### src/rtl/bsg_ss_tline_pkg.sv
// Shared types and constants for the source-synchronous tline transmitter.
// Holds the FSM encoding, the calibration byte pattern and credit-width helper.
package bsg_ss_tline_pkg;

    typedef enum logic [1:0] {
        eRESET,
        eCALIB,
        eRUN
    } state_e;

    localparam logic [7:0] calib_even_c = 8'hAA;
    localparam logic [7:0] calib_odd_c  = 8'h55;

    function automatic int credit_width(input int max_credits);
        return $clog2(max_credits + 1);
    endfunction

endpackage

### src/rtl/bsg_ss_tline_credit_counter.sv
// Credit meter: detects returned token toggles, adds/subtracts credits and
// saturates at the receiver FIFO depth with a sticky overflow flag.
module bsg_ss_tline_credit_counter
    import bsg_ss_tline_pkg::*;
#(
    parameter int max_credits_p       = 16,
    parameter int credit_decimation_p = 4,
    localparam int credit_w_lp        = credit_width(max_credits_p)
) (
    input  logic                   clk_i,
    input  logic                   reset_n_i,
    input  logic                   load_i,
    input  logic                   send_i,
    input  logic                   token_toggle_i,
    output logic [credit_w_lp-1:0] credits_o,
    output logic                   overflow_o
);

    // One extra bit so credits + decimation cannot wrap before the compare.
    localparam int sum_w_lp = credit_w_lp + 1;
    localparam logic [sum_w_lp-1:0] max_ext_lp = sum_w_lp'(max_credits_p);

    logic                token_r;
    logic                token_edge;
    logic                send_ok;
    logic [sum_w_lp-1:0] sum;

    function automatic logic [credit_w_lp-1:0] saturate(input logic [sum_w_lp-1:0] value);
        return (value > max_ext_lp) ? credit_w_lp'(max_credits_p) : value[credit_w_lp-1:0];
    endfunction

    assign token_edge = token_toggle_i ^ token_r;
    assign send_ok    = send_i & (credits_o != '0);
    assign sum        = sum_w_lp'(credits_o)
                      + (token_edge ? sum_w_lp'(credit_decimation_p) : '0)
                      - sum_w_lp'(send_ok);

    always_ff @(posedge clk_i) begin
        token_r <= token_toggle_i;
        if (!reset_n_i) begin
            credits_o  <= '0;
            overflow_o <= 1'b0;
        end else if (load_i) begin
            credits_o <= credit_w_lp'(max_credits_p);
        end else begin
            credits_o  <= saturate(sum);
            overflow_o <= overflow_o | (sum > max_ext_lp);
        end
    end

endmodule

### src/rtl/bsg_ss_tline_tx.sv
// Single-channel tline transmitter: forwards clock/valid/data, runs a fixed
// AA/55 calibration after reset, then streams core words under credit control.
module bsg_ss_tline_tx
    import bsg_ss_tline_pkg::*;
#(
    parameter int channel_width_p     = 8,
    parameter int max_credits_p       = 16,
    parameter int credit_decimation_p = 4,
    parameter int calib_cycles_p      = 64,
    localparam int credit_w_lp        = credit_width(max_credits_p)
) (
    input  logic                       clk_i,
    input  logic                       reset_n_i,
    input  logic                       v_i,
    input  logic [channel_width_p-1:0] data_i,
    output logic                       ready_o,
    input  logic                       token_toggle_i,
    output logic                       tline_clk_o,
    output logic                       tline_valid_o,
    output logic [channel_width_p-1:0] tline_data_o,
    output logic [credit_w_lp-1:0]     credits_o,
    output logic                       calib_done_o,
    output logic                       overflow_o
);

    localparam int cnt_w_lp = (calib_cycles_p > 1) ? $clog2(calib_cycles_p) : 1;
    localparam logic [cnt_w_lp-1:0] cnt_last_lp = cnt_w_lp'(calib_cycles_p - 1);

    state_e                     state_r, state_n;
    logic [cnt_w_lp-1:0]        cnt_r, cnt_n;
    logic                       valid_n;
    logic [channel_width_p-1:0] data_n;
    logic                       send;
    logic                       load;
    logic                       counter_reset_n;

    function automatic logic [channel_width_p-1:0] calib_word(input logic odd);
        logic [7:0]                 pat;
        logic [channel_width_p-1:0] w;
        pat = odd ? calib_odd_c : calib_even_c;
        for (int i = 0; i < channel_width_p; i++) begin
            w[i] = pat[3'(i % 8)];
        end
        return w;
    endfunction

    assign ready_o      = (credits_o != '0);
    assign send         = v_i & ready_o;
    assign calib_done_o = (state_r == eRUN);

    // Holding the meter in reset outside eRUN makes calibration ignore tokens
    // while its edge register keeps tracking the toggle line.
    assign counter_reset_n = reset_n_i & ((state_r == eRUN) | load);

    always_ff @(posedge clk_i) begin
        if (!reset_n_i) begin
            state_r       <= eRESET;
            cnt_r         <= '0;
            tline_clk_o   <= 1'b0;
            tline_valid_o <= 1'b0;
            tline_data_o  <= '0;
        end else begin
            state_r       <= state_n;
            cnt_r         <= cnt_n;
            tline_clk_o   <= ~tline_clk_o;
            tline_valid_o <= valid_n;
            tline_data_o  <= data_n;
        end
    end

    always_comb begin
        state_n = state_r;
        cnt_n   = cnt_r;
        valid_n = 1'b0;
        data_n  = tline_data_o;
        load    = 1'b0;
        case (state_r)
            eRESET: begin
                state_n = eCALIB;
                cnt_n   = '0;
                data_n  = calib_word(1'b0);
            end
            eCALIB: begin
                if (cnt_r == cnt_last_lp) begin
                    state_n = eRUN;
                    load    = 1'b1;
                end else begin
                    cnt_n  = cnt_r + 1'b1;
                    data_n = calib_word(~cnt_r[0]);
                end
            end
            eRUN: begin
                if (send) begin
                    valid_n = 1'b1;
                    data_n  = data_i;
                end
            end
            default: state_n = eRESET;
        endcase
    end

    bsg_ss_tline_credit_counter #(
        .max_credits_p      (max_credits_p),
        .credit_decimation_p(credit_decimation_p)
    ) credit_counter (
        .clk_i         (clk_i),
        .reset_n_i     (counter_reset_n),
        .load_i        (load),
        .send_i        (send),
        .token_toggle_i(token_toggle_i),
        .credits_o     (credits_o),
        .overflow_o    (overflow_o)
    );

endmodule

### config.mk
export PLATFORM = sky130hd
export DESIGN_NAME = bsg_ss_tline_tx
export DESIGN_NICKNAME = d
export VERILOG_FILES = /design/src/rtl/bsg_ss_tline_pkg.sv /design/src/rtl/bsg_ss_tline_credit_counter.sv /design/src/rtl/bsg_ss_tline_tx.sv
export SDC_FILE = /design/constraint.sdc
export NUM_CORES = 1
export LEC_CHECK = 0
export CAP_MARGIN = 20
export CORE_MARGIN = 2
export CORE_UTILIZATION = 54
export CTS_CLUSTER_SIZE = 25
export DETAILED_ROUTE_END_ITERATION = 16
export PLACE_DENSITY = 0.84
export SLEW_MARGIN = 40
export SYNTH_ARGS = -nofsm -noshare
export SYNTH_HDL_FRONTEND = slang
export SYNTH_HIERARCHICAL = 1
export SYNTH_SLANG_ARGS = --single-unit
### constraint.sdc
create_clock -name clk_i -period 4.16 [get_ports clk_i]
set_input_delay 0.832 -clock clk_i [delete_from_list [all_inputs] [get_ports clk_i]]
set_output_delay 0.832 -clock clk_i [all_outputs]
set_load 0.005 [all_outputs]
# Yosys cells after proc, flatten, opt, wreduce, memory -nomap -nowiden
# Cells that the tools add are included.
# word_totals
regBits	25
out_inout_bits	18
in_bits	12
# classes
eq_ne	6
n_reduce_logical	9
n_mux	14
add_sub_neg	3
n_bitwise	9
n_lt_le_gt_ge	1
# op_table
operator	n
case mux 8 bit (3 select lines)	1
case mux 6 bit (2 select lines)	1
two-way mux 5 bit	2
two-way mux 4 bit	2
two-way mux 8 bit	1
adder 5 x 6 -> 6 bit	1
adder 6 x 1 -> 6 bit, second input constant	1
== test 6 bit, second input constant	1
> comparator 6 x 5 -> 1 bit, second input constant	1
two-way mux 6 bit	1
case mux 2 bit (3 select lines)	1
AND reduction 2 bit	3
subtractor 6 x 1 -> 6 bit	1
nonzero test 5 bit	1
inequality test 2 bit, second input constant	2
bitwise AND 1 bit	3
two-way mux 1 bit	3
two-way mux 3 bit	1
inverter 1 bit	3
AND reduction 3 bit	1
nonzero test 3 bit	1
OR reduction 3 bit	1
== test 2 x 1 -> 1 bit, second input constant	1
== test 2 bit, second input constant	1
6 further kinds	7

# Longest topological paths before layout
# Gate-level depths: netlist of run 1.
# logic_depth
ltp_word	7
mapped_depth	11
ltp_nobuf	11

# By module
# The synthesis of run 1 kept the hierarchy.
# modules_own_cells
module	n_inst	area_per_inst_um2	cells_per_inst	seq_area_each_um2
bsg_ss_tline_tx	1	973.4	113	360.3
bsg_ss_tline_credit_counter	1	426.7	44	140.1

# Worst setup path before layout of run 1
# OpenSTA, ideal clock, no wires.
# synth_timing
path_kind	input to register
startpoint	input v_i
endpoint	register credit_counter.overflow_o
cell_stages	11
n_path_buf	0
required_ns	4.038
arrival_time_ns	2.865
path_slack_ns	1.174
path_cell_list	inv_1 -> a21oi_1 -> a21boi_0 -> ha_1 -> inv_1 -> ha_1 -> fa_1 -> a21o_1 -> a21oi_2 -> mux2_2 -> a221o_1
# synth_via
elab_chain_len	5
# synth_rtl
item	line	rtl
start, declared	bsg_ss_tline_tx.sv:14	input logic v_i,
bitwise AND 1 bit	bsg_ss_tline_tx.sv:48	assign send = v_i & ready_o;
named net send	bsg_ss_tline_tx.sv:33	logic send;
bitwise AND 1 bit	bsg_ss_tline_credit_counter.sv:33	assign send_ok = send_i & (credits_o != '0);
subtractor 6 x 1 -> 6 bit	bsg_ss_tline_credit_counter.sv:36	- sum_w_lp'(send_ok);
> comparator 6 x 5 -> 1 bit	bsg_ss_tline_credit_counter.sv:47	overflow_o <= overflow_o | (sum > max_ext_lp);
OR 1 bit	bsg_ss_tline_credit_counter.sv:47	
end signal, assigned	bsg_ss_tline_credit_counter.sv:47	
end, declared	bsg_ss_tline_credit_counter.sv:16	output logic overflow_o
# The timed path passes the listed nets, and every way through them passes these cells.
# A chain may end at the register's enable or synchronous reset.

# Final worst setup path of run 1
# Ends and elaborated chain as after synthesis.

==> impl_metrics.env, run 1 <==
export IMPL_stdcell_area_um2=1740
export IMPL_max_clock_path_buffers=2
export IMPL_total_power_mw=0.479
export IMPL_vertical_die_dimension_um=54.9
export IMPL_clock_skew_ns=0.00806
export IMPL_fillCellCount=194
export IMPL_drt_pre_antenna_iters=4
export IMPL_detailedPlacementHpwl_um=2130
export IMPL_drt_antenna_violating_nets=0
export IMPL_tritoncts_num_buffers=3
export IMPL_cpPeakStageDelay_ns=0.45
export IMPL_power_density_nw_per_um2=276
export IMPL_rsz0062_at_grt="no"
export IMPL_outcome="finished clean"
export IMPL_critical_path_startpoint_type="input port"
export IMPL_track_usage_pct=19.6
export IMPL_die_width_um=54.9
export IMPL_num_antenna_cells=0
export IMPL_detail_route_iter0_violations=17
export IMPL_die_area_um2=3020
export IMPL_yosys_mux_area_fraction_pct=7.24
export IMPL_clk_insertion_delay_late_ns=0.32
export IMPL_wire_per_inst_um=12.8
export IMPL_tightest_slew_ns=0.518
export IMPL_maximum_capacitance_violations=0
export IMPL_final_period_utilization_pct=79.5
export IMPL_synthTopCellsByArea="dfxtp_1, ha_1, mux2i_1"
export IMPL_grt_overflow_total=0
export IMPL_xor_and_xnor_area_share_after_synthesis_pct=3.13
export IMPL_remaining_drc_errors=0
export IMPL_fmax_mhz=302
export IMPL_placement_cell_area_um2=1710
export IMPL_cp_data_arrival_time_ns=3.54
export IMPL_vias=1177
export IMPL_path_class="input port to register"
export IMPL_synth_seq_area_share_pct=35.7
export IMPL_cts_hold_fix_buffers=0
export IMPL_synth_simple_gate_area_share_pct=21.1
export IMPL_worstSetupEndpointType="register"
export IMPL_floorplan_io_pins=30
export IMPL_drive_above_1_share_pct=5.95
export IMPL_cts_clk_pin_slew_worst_paths_ns=0.13
export IMPL_cts_repair_timing_setup_buffer_count=0
export IMPL_gp_congestion=0.754
export IMPL_cts_sinks=25
export IMPL_post_cts_resize_count=0
export IMPL_synth_area_in_adders_pct=11.3
export IMPL_initial_utilization_pct=56.5
export IMPL_synth_nets=181
export IMPL_cts_root_buf="clkbuf_4"
export IMPL_core_area_um2=2480
export IMPL_io_buffer_count=29
export IMPL_tritoncts_clock_tree="yes"
export IMPL_synthDistinctLibCells=40
export IMPL_synthesis_yosys_warnings=6
export IMPL_vias_per_cell=5.47
export IMPL_global_route_wire_length_before_repair_um=4170
export IMPL_power_leakage_nw=0.640
export IMPL_nets=210
export IMPL_core_rowCount=18
export IMPL_synth_compound_area_share_pct=15.6
export IMPL_post_synth_top_area_fraction_pct=35.7
export IMPL_synth_area_per_cell_um2=8.92
export IMPL_crit_chain="clkdlybuf4s50_1 -> inv_1 -> a21oi_1 -> a21boi_0 -> ha_1 -> inv_1 -> ha_1 -> fa_1 -> a21o_1 -> a21oi_2 -> mux2_2 -> a221o_1"
export IMPL_cts_max_level=1
export IMPL_worst_path_max_fanout=2
export IMPL_via_count_of_the_first_global_routing_pass=1013
export IMPL_min_path_type="register to register"
export IMPL_finalWorstPathRequiredPeriod_ns=3.31
export IMPL_antenna_found_initial=0
export IMPL_mostFrequentLayoutCell="clkdlybuf4s50_1"
export IMPL_final_design_utilization_pct=70.1
export IMPL_vdd_ir_drop_worst_mv=0.367
export IMPL_finalMaxSlewViolations=0
export IMPL_tns_ns=0
export IMPL_critical_path_required_time_ns=4.39
export IMPL_yosys_top_cell_by_area="dfxtp_1"
export IMPL_critPathSlowestCell="clkdlybuf4s50_1"
export IMPL_hold_slack_ns=0.431
export IMPL_postRouteWirelength_um=2760
export IMPL_commonest_cells_after_routing_fill_and_taps_aside="clkdlybuf4s50_1, dfxtp_1, nand2_1"
export IMPL_timing_max_slew_rel_slack_pct=65.4
export IMPL_setup_violations_final=0
export IMPL_ys_ff_latch=25
export IMPL_main_combinational_cell_family_by_area_after_synthesis="simple AND/OR/NAND/NOR gates"
export IMPL_timing_hold_violations_final=0
export IMPL_mappedNetlistArea_um2=1400
export IMPL_flow_area_growth_from_synthesis_pct=23.9
export IMPL_grt_start_max_net_pins=29
export IMPL_synthCells=157
logic make-up (layout without fill, tap and decap cells):
kind of cell,after synthesis,in the layout
buffers and inverters,21,49
adders and majority gates,12,12
xor gates and xnor gates,5,5
DFF,25,25
AOI/OAI and AO/OA,27,27
muxes,10,10
and+or+nand+nor,57,57
sequential cells by signal (all words and copies together), names as in the netlist:
signal                     count
tline_data_o                   8
credit_counter/credits_o       5
credit_counter/token_r         1
cnt_r                          6
credit_counter/overflow_o      1
state_r                        2
tline_clk_o                    1
tline_valid_o                  1
per-layer routing:
layer / vias up / share of wire, % / GRT usage (%)
met3: 6 / 4.6 / 6.18
met4: 0 / 1.7 / 8.54
met2: 25 / 49 / 34.3
li1: 602 / - / -
met1: 544 / 45 / 21.7
met5: - / 0 / 0
critical path, delay by kind of cell:
kind / cells / cell delay, ns
mux: 1 / 0.35
fa+ha+maj: 3 / 0.78
compound gates: 5 / 1.04
buf+inv: 3 / 0.54
per-stage QoR:
step                      setup slack [ns]  cells
final                                0.852    215
after CTS                            0.825    215
after floorplan                       1.17    157
after detailed placement             0.470    211
after global placement               0.631    211
after global routing                 0.669    215
cells in the mapped netlist:
master and number:
and2_1 1, nor3_1 2, a22oi_1 2, and3_1 1
o221ai_4 1, a41oi_2 1, a21o_1 2, nand2_1 22
nor4b_1 2, o211ai_1 1, a21boi_0 2, mux2_2 1
a221o_1 1, nor2_1 7, inv_1 15, nand4_1 2
nand3_1 8, a21oi_1 5, o21a_1 2, clkbuf_1 3
o221a_1 1, buf_2 3, o22ai_1 2, nor3_2 1
dfxtp_1 25, mux2i_1 9, a21oi_2 1, xnor2_1 5
nand2_2 1, nor2b_1 4, a211oi_1 1, o31a_1 1
nand4_4 1, fa_1 1, o21ai_0 1, a31oi_1 2
ha_1 11, nand2b_1 2, o31ai_1 1, nor4_1 3
where the power goes:
part | leakage, nW | switching (mW) | total [mW] | internal [mW]
clock | 0.0150 | 0.0720 | 0.110 | 0.0376
sequential | 0.203 | 0.00937 | 0.260 | 0.250
combinational | 0.421 | 0.0579 | 0.110 | 0.0521
total | 0.640 | 0.139 | 0.479 | 0.340
area by class of cell:
cell class / count / area [um^2] / area share (%)
multi-input combinational: 111 / 817 / 47.1
sequential: 25 / 500 / 28.8
timing repair buffer: 30 / 298 / 17.2
inverter: 15 / 56.3 / 3.24
tap: 30 / 37.5 / 2.16
clock buffer: 4 / 26.3 / 1.51
path summary, 6_finish.rpt:
path	end	from	depth (start not counted)	slack, ns
max	credit_counter/overflow_o	v_i	12	0.85
min	tline_clk_o	tline_clk_o	1	0.43
max reg2reg	credit_counter/overflow_o	credit_counter/credits_o[1]	11	1.25
min reg2reg	tline_clk_o	tline_clk_o	1	0.43
Power figures use the tool's default switching activity.
==> inputs of run 2 (changes only) <==
- CORE_UTILIZATION: 54 -> 50
- PLACE_DENSITY: 0.84 -> 0.79
- clock period: 4.16 -> 3.05 ns (I/O delays scaled with it)
==> impl_metrics.env, run 2 (synthesis gave the netlist of run 1 again) <==
export IMPL_place_detailed_instances=216
export IMPL_cts_clk_pin_slew_worst_paths_ns=0.13
export IMPL_r2r_setup_slack_ns=0.37
export IMPL_outcome="finished clean"
export IMPL_largest_register="tline_data_o"
export IMPL_clk_insertion_delay_late_ns=0.31
export IMPL_die_area_um2=3240
export IMPL_floorplan_io_pins=30
export IMPL_net_switching_power_figure_mw=0.186
export IMPL_worst_path_max_fanout=2
export IMPL_netSwitchingFraction_pct=28.3
export IMPL_mostFrequentLayoutCell="clkdlybuf4s50_1"
export IMPL_grt_overflow_total=0
export IMPL_cts_sinks=25
export IMPL_rsz0062_at_grt="no"
export IMPL_finalWorstPathRequiredPeriod_ns=2.85
export IMPL_timing_max_slew_rel_slack_pct=63.6
export IMPL_tightest_slew_ns=0.542
export IMPL_remaining_drc_errors=0
export IMPL_num_antenna_cells=0
export IMPL_grt_start_max_net_pins=28
export IMPL_postRouteWirelength_um=2770
export IMPL_cp_data_arrival_time_ns=3.07
export IMPL_commonest_cells_after_routing_fill_and_taps_aside="clkdlybuf4s50_1, dfxtp_1, nand2_1"
export IMPL_cts_repair_timing_setup_buffer_count=0
export IMPL_multi_input_area_um2=840
export IMPL_power_sequential_fraction_pct=53.8
export IMPL_tritoncts_num_buffers=3
export IMPL_io_buffer_count=29
export IMPL_critical_path_required_time_ns=3.27
export IMPL_vias=1189
export IMPL_final_non_filler_cells=220
export IMPL_critical_path_startpoint_type="input port"
export IMPL_area_sequential_um2=500
export IMPL_antenna_found_initial=0
export IMPL_vdd_ir_drop_worst_mv=0.413
export IMPL_drive_above_1_share_pct=10.6
export IMPL_setup_violations_final=0
export IMPL_drt_antenna_violating_nets=0
export IMPL_tritoncts_clock_tree="yes"
export IMPL_timing_hold_violations_final=0
export IMPL_core_rowCount=19
export IMPL_largest_register_ffs=8
export IMPL_cts_root_buf="clkbuf_4"
export IMPL_clock_power_share_pct=21.8
export IMPL_final_period_utilization_pct=93.5
export IMPL_worstSetupEndpointType="register"
export IMPL_fmax_mhz=351
export IMPL_via_count_of_the_first_global_routing_pass=1173
export IMPL_initial_utilization_pct=51.7
export IMPL_wire_per_inst_um=12.6
export IMPL_clock_skew_ns=0.00438
export IMPL_fillCellCount=231
export IMPL_biggestRegsByFlops="tline_data_o x8, cnt_r x6, credit_counter/credits_o x5"
export IMPL_die_width_um=56.9
export IMPL_p_int_mw=0.472
export IMPL_detailedPlacementHpwl_um=2150
export IMPL_vertical_die_dimension_um=56.9
export IMPL_gp_congestion=0.862
export IMPL_nets=214
export IMPL_finalMaxSlewViolations=0
export IMPL_path_class="input port to register"
export IMPL_cts_max_level=1
export IMPL_power_leakage_nw=0.660
export IMPL_power_density_nw_per_um2=368
export IMPL_comb_power_share_pct=24.4
export IMPL_track_usage_pct=17.9
export IMPL_maximum_capacitance_violations=0
export IMPL_vias_per_cell=5.40
export IMPL_detail_route_iter0_violations=21
export IMPL_min_path_type="register to register"
export IMPL_core_area_um2=2710
export IMPL_flow_area_growth_from_synthesis_pct=27.8
export IMPL_max_clock_path_buffers=2
export IMPL_total_power_mw=0.658
export IMPL_drt_pre_antenna_iters=6
export IMPL_global_route_wire_length_before_repair_um=4770
==> run 2: cell types whose count changed in the layout (fill, tap and decap cells not counted), sizes merged <==
cell,change
buf,+4
==> run 2: per-stage QoR <==
step / setup WS [ns] / area (um^2) / util (%) / TNS (ns) / hold slack, ns
2_1_floorplan: 0.286 / 1400 / - / 0 / 0.416
3_3_place_gp: -0.219 / 1740 / 64.2 / -0.773 / 0.405
3_5_place_dp: -0.291 / 1740 / 64.2 / -1.26 / 0.411
4_1_cts: 0.0562 / 1770 / 65.2 / 0 / 0.430
5_1_grt: 0.0444 / 1790 / 66.0 / 0 / 0.453
6_report: 0.198 / 1790 / 66.0 / 0 / 0.429
==> run 2: worst paths after layout <==
kind | start | end | cells past startpoint
worst max-delay path | v_i | credit_counter/overflow_o | 12
worst min-delay path | tline_clk_o | tline_clk_o | 1
worst max register to register | credit_counter/credits_o[1] | credit_counter/overflow_o | 11
worst min register to register | tline_clk_o | tline_clk_o | 1
==> run 2: timing repair <==
item,in CTS,in global routing
endpoints found under the setup margin,0,6
hold buffers,0,0
resized for setup,0,6
==> run 2: worst max-delay path, stage by stage <==
cell and delay [ns]:
clkdlybuf4s50_1 0.45, inv_1 0.05, a21oi_2 0.10, a21boi_2 0.17
ha_1 0.15, inv_1 0.04, ha_1 0.20, fa_2 0.34
a21o_1 0.19, a21oi_2 0.15, mux2_2 0.34, a221o_1 0.26
==> run 2: routing by layer <==
metal / share of wire [%] / vias up / wire, um / global-route usage (%)
li1: - / 614 / - / -
met5: 0 / - / 0 / 0
met2: 51 / 23 / 1420 / 32.7
met3: 3.8 / 2 / 106 / 4.84
met1: 44 / 550 / 1220 / 21.0
met4: 0.54 / 0 / 15 / 3.65
==> run 2: power groups by stage <==
stage	logic [mW]	registers, mW	clock network [mW]
4_1_cts	0.159	0.354	0.150
2_1_floorplan	0.100	0.360	0
3_3_place_gp	0.152	0.360	0
6_report	0.160	0.354	0.144
3_5_place_dp	0.158	0.361	0
5_1_grt	0.179	0.357	0.162
==> run 2: final cells by class <==
class,count,share of cell area (%)
multi-input cells,111,46.9
clock buffers,4,1.47
inverters,15,3.15
flip-flops and latches,25,28.0
well taps,31,2.17
repair buffers,34,18.3
